==> config.mk <==
export PLATFORM = sky130hd
export DESIGN_NAME = kamacore_hazard_ctrl
export DESIGN_NICKNAME = d
export VERILOG_FILES = /design/src/rtl/kamacore_hazard_ctrl_pkg.sv /design/src/rtl/kamacore_hazard_ctrl_fwd_match.sv /design/src/rtl/kamacore_hazard_ctrl.sv
export SDC_FILE = /design/constraint.sdc
export NUM_CORES = 1
export LEC_CHECK = 0
export ABC_AREA = 1
export CORE_MARGIN = 2
export CORE_UTILIZATION = 45
export DETAILED_ROUTE_END_ITERATION = 7
export PLACE_DENSITY = 0.81
export SETUP_SLACK_MARGIN = 0.1
export SYNTH_ARGS = -nofsm -noshare
export SYNTH_HDL_FRONTEND = slang
export SYNTH_SLANG_ARGS = --single-unit
==> constraint.sdc <==
create_clock -name clk -period 1.49 [get_ports clk]
set_input_delay 0.149 -clock clk [delete_from_list [all_inputs] [get_ports clk]]
set_output_delay 0.149 -clock clk [all_outputs]
set_load 0.02 [all_outputs]
==> src/rtl/kamacore_hazard_ctrl_pkg.sv <==
// Shared kamacore datatypes used by the hazard/forwarding controller.
package kamacore_hazard_ctrl_pkg;

    localparam int unsigned REG_ADDR_WIDTH = 5;
    localparam int unsigned CPU_WIDTH      = 32;

    // Register-file source select: operand comes from the register file.
    localparam int unsigned FWD_SEL_RF     = 0;

    // One in-flight instruction as seen by the hazard scoreboard.
    typedef struct packed {
        logic                      valid;
        logic                      rd_we;
        logic [REG_ADDR_WIDTH-1:0] rd_a;
        logic                      is_load;
    } hazard_entry_t;

endpackage : kamacore_hazard_ctrl_pkg

==> src/rtl/kamacore_hazard_ctrl_fwd_match.sv <==
// Priority matcher for one ID operand against the in-flight scoreboard.
// The youngest matching stage decides; a young load that is not yet
// forwardable blocks forwarding even when an older entry could supply data.
module kamacore_fwd_match
    import kamacore_hazard_ctrl_pkg::*;
#(
    parameter int unsigned NUM_FWD_STAGES   = 3,
    parameter int unsigned LOAD_READY_STAGE = 2,
    parameter int unsigned SEL_WIDTH        = $clog2(NUM_FWD_STAGES + 1)
) (
    input  logic                                i_used,
    input  logic [REG_ADDR_WIDTH-1:0]           i_addr,
    input  hazard_entry_t [NUM_FWD_STAGES:1]    i_entries,
    output logic [SEL_WIDTH-1:0]                o_sel,
    output logic                                o_not_ready
);

    logic                 w_hit;
    logic                 w_fwd;
    logic [SEL_WIDTH-1:0] w_k;

    // Scan oldest to youngest so the youngest match overwrites the result.
    always_comb begin
        w_hit = 1'b0;
        w_fwd = 1'b0;
        w_k   = '0;
        for (int k = int'(NUM_FWD_STAGES); k >= 1; k--) begin
            if (i_used && (i_addr != '0) && i_entries[k].valid &&
                i_entries[k].rd_we && (i_entries[k].rd_a == i_addr)) begin
                w_hit = 1'b1;
                w_k   = SEL_WIDTH'(k);
                w_fwd = !i_entries[k].is_load || (k >= int'(LOAD_READY_STAGE));
            end
        end
    end

    assign o_sel       = (w_hit && w_fwd) ? w_k : SEL_WIDTH'(FWD_SEL_RF);
    assign o_not_ready = w_hit && !w_fwd;

endmodule : kamacore_fwd_match

==> src/rtl/kamacore_hazard_ctrl.sv <==
// Hazard and forwarding controller: shadow scoreboard of in-flight
// destinations, forwarding selects, RAW/load-use stalls, branch flushes,
// backpressure freeze and stall/flush performance counters.
module kamacore_hazard_ctrl
    import kamacore_hazard_ctrl_pkg::*;
#(
    parameter int unsigned NUM_FWD_STAGES   = 3,
    parameter int unsigned LOAD_READY_STAGE = 2,
    parameter int unsigned CNT_WIDTH        = 32,
    parameter int unsigned SEL_WIDTH        = $clog2(NUM_FWD_STAGES + 1)
) (
    input  logic                      clk,
    input  logic                      rst,
    input  logic                      id_valid,
    input  logic                      id_rs1_used,
    input  logic [REG_ADDR_WIDTH-1:0] id_rs1_a,
    input  logic                      id_rs2_used,
    input  logic [REG_ADDR_WIDTH-1:0] id_rs2_a,
    input  logic                      id_rd_we,
    input  logic [REG_ADDR_WIDTH-1:0] id_rd_a,
    input  logic                      id_is_load,
    input  logic                      branch_taken,
    input  logic                      mem_stall,
    output logic                      issue_ready,
    output logic                      stall_if,
    output logic                      flush_if_id,
    output logic                      flush_id_ex,
    output logic [SEL_WIDTH-1:0]      fwd_rs1_sel,
    output logic [SEL_WIDTH-1:0]      fwd_rs2_sel,
    output logic [CNT_WIDTH-1:0]      stall_cycles,
    output logic [CNT_WIDTH-1:0]      flush_events
);

    hazard_entry_t [NUM_FWD_STAGES:1] r_sb;
    logic [CNT_WIDTH-1:0]             r_stall_cycles;
    logic [CNT_WIDTH-1:0]             r_flush_events;

    logic          w_rs1_not_ready;
    logic          w_rs2_not_ready;
    logic          w_raw_stall;
    logic          w_issue_ready;
    logic          w_flush;
    hazard_entry_t w_new_entry;

    kamacore_fwd_match #(
        .NUM_FWD_STAGES   (NUM_FWD_STAGES),
        .LOAD_READY_STAGE (LOAD_READY_STAGE),
        .SEL_WIDTH        (SEL_WIDTH)
    ) u_match_rs1 (
        .i_used      (id_rs1_used),
        .i_addr      (id_rs1_a),
        .i_entries   (r_sb),
        .o_sel       (fwd_rs1_sel),
        .o_not_ready (w_rs1_not_ready)
    );

    kamacore_fwd_match #(
        .NUM_FWD_STAGES   (NUM_FWD_STAGES),
        .LOAD_READY_STAGE (LOAD_READY_STAGE),
        .SEL_WIDTH        (SEL_WIDTH)
    ) u_match_rs2 (
        .i_used      (id_rs2_used),
        .i_addr      (id_rs2_a),
        .i_entries   (r_sb),
        .o_sel       (fwd_rs2_sel),
        .o_not_ready (w_rs2_not_ready)
    );

    // A taken branch overrides a RAW stall: the stalled instruction is squashed.
    assign w_raw_stall   = id_valid && (w_rs1_not_ready || w_rs2_not_ready);
    assign w_issue_ready = !mem_stall && (!w_raw_stall || branch_taken);
    assign w_flush       = branch_taken && !mem_stall;

    assign issue_ready  = w_issue_ready;
    assign stall_if     = !w_issue_ready;
    assign flush_if_id  = w_flush;
    assign flush_id_ex  = w_flush;
    assign stall_cycles = r_stall_cycles;
    assign flush_events = r_flush_events;

    // Entry entering stage 1: the ID instruction if it really advances, else a bubble.
    always_comb begin
        w_new_entry = '0;
        if (id_valid && w_issue_ready && !branch_taken) begin
            w_new_entry.valid   = 1'b1;
            w_new_entry.rd_we   = id_rd_we;
            w_new_entry.rd_a    = id_rd_a;
            w_new_entry.is_load = id_is_load;
        end
    end

    // Scoreboard shift; the whole pipe freezes under memory backpressure.
    always_ff @(posedge clk) begin
        if (rst) begin
            r_sb <= '0;
        end else if (!mem_stall) begin
            for (int k = int'(NUM_FWD_STAGES); k >= 2; k--) begin
                r_sb[k] <= r_sb[k-1];
            end
            r_sb[1] <= w_new_entry;
        end
    end

    // Performance counters, wrapping naturally at full width.
    always_ff @(posedge clk) begin
        if (rst) begin
            r_stall_cycles <= '0;
            r_flush_events <= '0;
        end else begin
            if (!w_issue_ready) begin
                r_stall_cycles <= r_stall_cycles + CNT_WIDTH'(1);
            end
            if (w_flush) begin
                r_flush_events <= r_flush_events + CNT_WIDTH'(1);
            end
        end
    end

endmodule : kamacore_hazard_ctrl

==> out/results.md <==
- **Inst Count DP** 1052
- **number of diodes added for antenna fixing** 0
- **Max Freq** 0.553 GHz
- **total congestion overflow after global routing** 0
- **CORE AREA** 11400 sq um
- **residual antenna-violating net count after detailed routing** 0
- **detailed-route vias per instance** 5.32
- **run status** complete, but fails checks
- **post-synthesis register bit count** 86
- **placed cell areas** 7090 sq um
- **average wire length per cell after detail routing** 15.7 um
- **floorplan die area** 12500 sq um
- **Tightest Pin Transition** 0.584 ns
- **cell count after synthesis** 752
- **number of antenna violations at the first check in global routing** 0
- **area leader, netlist** sky130_fd_sc_hd__dfxtp_1
- **critical path fanouts, max** 4
- **1st-iter DRT viols** 416
- **area share of the largest cell type after synthesis** 32.9%
- **per-instance average area after synthesis** 6.96 sq um
- **Final HPWL DP** 11.1 mm
- **sequential share of power** 45.2%
- **worst-case clock skew** 0.0120 ns
- **I/O pin total** 96
- **number of non-filler instances in the completed layout** 1090
- **number of hold buffers added after cts** 0
- **design internal power** 0.00381 W
- **fraction of the yosys area taken by sequential cells** 32.9%
- **total iterations of the first detailed-routing run** 5
- **WHS** 0.262 ns
- **commonest cells after routing, fill and taps aside** sky130_fd_sc_hd__nand2_1 (134), sky130_fd_sc_hd__buf_4 (98), sky130_fd_sc_hd__nor2_1 (77)
- **H-Tree Level Count** 3
- **clock insertion delay at the later pin of the skew report** 0.35 ns
- **# DRC** 0
- **share of synthesized registers carrying an async set or reset** 0%
- **Arrival @ worst endpoint** 1.66 ns
- **power share of the clock group** 43.5%
- **clock-pin transition on the worst setup and hold timing paths** 0.06 ns
- **Max clock buf depth** 2
- **Final Slew Violations** 0
- **cts bufs inserted** 9
- **number of hold violations in the final report** 0
- **TritonCTS sink count** 86
- **height of the die** 112 um
- **fraction of the cycle the final worst path needs** 121%
- **fraction of power consumed by combinational cells** 11.2%
- **post-synthesis net count** 778
- **most common cell after layout, fill and taps aside** sky130_fd_sc_hd__nand2_1
- **startpoint kind of the worst setup timing path** flop
- **Leak** 3.50 nW
- **cells on worst reg2reg path** 12
- **Sw Share** 26.6%
- **pre-CTS setup slack** -0.902 ns
- **largest net degree at the start of global routing** 42
- **final setup margin** -0.319 ns
- **CP peak stage delay** 0.38 ns
- **hold path depth** 3
- **Filler cells** 874
- **Worst EP required** 1.34 ns
- **top post-synthesis cells by area** sky130_fd_sc_hd__dfxtp_1 (33%), sky130_fd_sc_hd__nand2_1 (11%), sky130_fd_sc_hd__nor2_1 (7.5%)
- **worst rel slew slack** 61.1%
- **routed wire length** 17.1 mm
- **Warnings, synthesis** 0
- **RSZ-0062 raised after global routing** true
- **count of cell types in the netlist** 43
- **number of input and output port buffers inserted** 95
- **netlist area before placement** 5240 sq um
- **post-route minimum period** 1.81 ns
- **post-synthesis to final-layout area growth** 54.9%
- **path type of the worst setup path** reg2out
- **fraction of final layout cells sized beyond drive strength 1** 42.8%
- **row cnt** 39
- **number of global-route vias before repair** 5412
- **number of enable-type register cells in the synthesized netlist** 0
- **overall track demand over capacity in global routing** 24.9%
- **first-pass GRT wire length** 25.6 mm
- **violated checks** setup timing
- **cells traversed along the worst timing path** inv_2, nand2_1, nand3_2, nor2_2, nand4_1, nand2_2, nand2_4, nand2_8, inv_6, buf_6
- **maximum vdd drop** 1.05 mV
- **crit end category** output port
- **total power density per cell area** 640 nW/um^2
- **final-stage net count** 968
- **max-cap violations** 0
- **Final GP Congestion** 0.938
- **highest-delay cell along the critical path** sky130_fd_sc_hd__dfxtp_4
- **net switching power** 0.00138 W
- **vias after detailed routing** 5800
- **horizontal die dimension** 112 um
- **worst min-delay path class** in2reg
- **most frequently used flop master after synthesis** sky130_fd_sc_hd__dfxtp_1
- **final setup vio count** 42
- **initial cell density of the core** 46.0%
- **Design Area, Final** 8110 sq um
- **CTS root buffer** sky130_fd_sc_hd__clkbuf_16
- **TritonCTS clock tree** done
## worst max-delay path: cells and delay by family (launching register included)
| kind | cells | cell delay (ns) |
|---|---|---|
| AND/OR/NAND/NOR | 7 | 0.72 |
| flip-flops | 1 | 0.38 |
| buffers and inverters | 3 | 0.21 |
## state kept, by name, summed over array words and instances, names as in the netlist
| register | cells |
|---|---|
| r_sb | 22 |
| stall_cycles | 32 |
| flush_events | 32 |
## cells by family (layout without fill, tap and decap cells)
logic type	count (synthesis)	in the layout	share of synthesized area [%]
and+or+nand+nor	413	413	36.7
DFF	86	86	32.9
adders and majority gates	2	2	0.478
buffers and inverters	85	280	7.34
xor gates and xnor gates	57	57	9.54
AOI/OAI and AO/OA	109	109	13.0
## final cells by class
class	count	area (sq um)	area share, %
multi-input cells	581	3710	45.8
flip-flops and latches	86	1870	23.0
repair buffers	205	1820	22.4
clock buffers	10	250	3.09
inverters	59	233	2.87
well taps	143	179	2.21
clock inverters	6	47.5	0.586
## worst paths after layout
check / from / endpoint / slack (ns)
max: r_sb[1] / issue_ready / -0.32
min: rst / flush_events[2] / 0.26
max reg2reg: r_sb[1] / stall_cycles[17] / -0.28
min reg2reg: flush_events[6] / flush_events[6] / 0.46
## synthesized netlist by cell type, types with 2 or more instances
cell type and number:
sky130_fd_sc_hd__o21ai_1 3, sky130_fd_sc_hd__nand3_2 2, sky130_fd_sc_hd__nor3_1 28, sky130_fd_sc_hd__xor2_1 43
sky130_fd_sc_hd__nand4_1 23, sky130_fd_sc_hd__inv_2 8, sky130_fd_sc_hd__a31oi_1 3, sky130_fd_sc_hd__o22ai_1 2
sky130_fd_sc_hd__xnor2_1 14, sky130_fd_sc_hd__buf_12 3, sky130_fd_sc_hd__dfxtp_1 86, sky130_fd_sc_hd__clkbuf_1 16
sky130_fd_sc_hd__nor2_1 104, sky130_fd_sc_hd__ha_1 2, sky130_fd_sc_hd__a21boi_0 4, sky130_fd_sc_hd__a21oi_1 38
sky130_fd_sc_hd__buf_1 2, sky130_fd_sc_hd__nor2_2 2, sky130_fd_sc_hd__a21oi_2 29, sky130_fd_sc_hd__o21a_1 4
sky130_fd_sc_hd__nor3_4 2, sky130_fd_sc_hd__nand3_1 46, sky130_fd_sc_hd__nand2_2 32, sky130_fd_sc_hd__o21ai_0 25
sky130_fd_sc_hd__nand3b_1 3, sky130_fd_sc_hd__nand2_1 160, sky130_fd_sc_hd__inv_1 49, sky130_fd_sc_hd__buf_2 3
sky130_fd_sc_hd__nor4_1 2
## power by group through the flow
stage               clock network [W]  registers, W  logic [W]
floorplan                           0       0.00242   0.000277
global placement                    0       0.00241   0.000523
detailed placement                  0       0.00241   0.000528
CTS                           0.00229       0.00236   0.000540
global route                  0.00240       0.00235   0.000630
finish                        0.00226       0.00235   0.000582
## metrics by stage
stage / TNS [ns] / power [W] / utilization [%]
after floorplan: 0 / 0.00269 / -
after global placement: -33.35 / 0.00294 / 62.3
after detailed placement: -34.75 / 0.00294 / 62.3
after CTS: -10.12 / 0.00519 / 66.7
after global routing: -13.72 / 0.00537 / 71.3
final: -8.46 / 0.00519 / 71.3
## per-layer routing
| layer | vias to the layer above | track usage [%] | share of wire, % |
|---|---|---|---|
| met1 | 2722 | 33.3 | 42 |
| met2 | 207 | 41.3 | 49 |
| met5 | - | 0 | 0 |
| met3 | 31 | 3.86 | 6.4 |
| li1 | 2840 | - | - |
| met4 | 0 | 7.82 | 2.2 |
## what timing repair did
action	in CTS	in global routing
setup buffers	11	9
cloned	1	2
endpoints found under the setup margin	127	69
pin swaps	32	55
resized for setup	166	122
hold endpoints to repair	0	0
No activity file was read; power rests on OpenSTA's default activity.
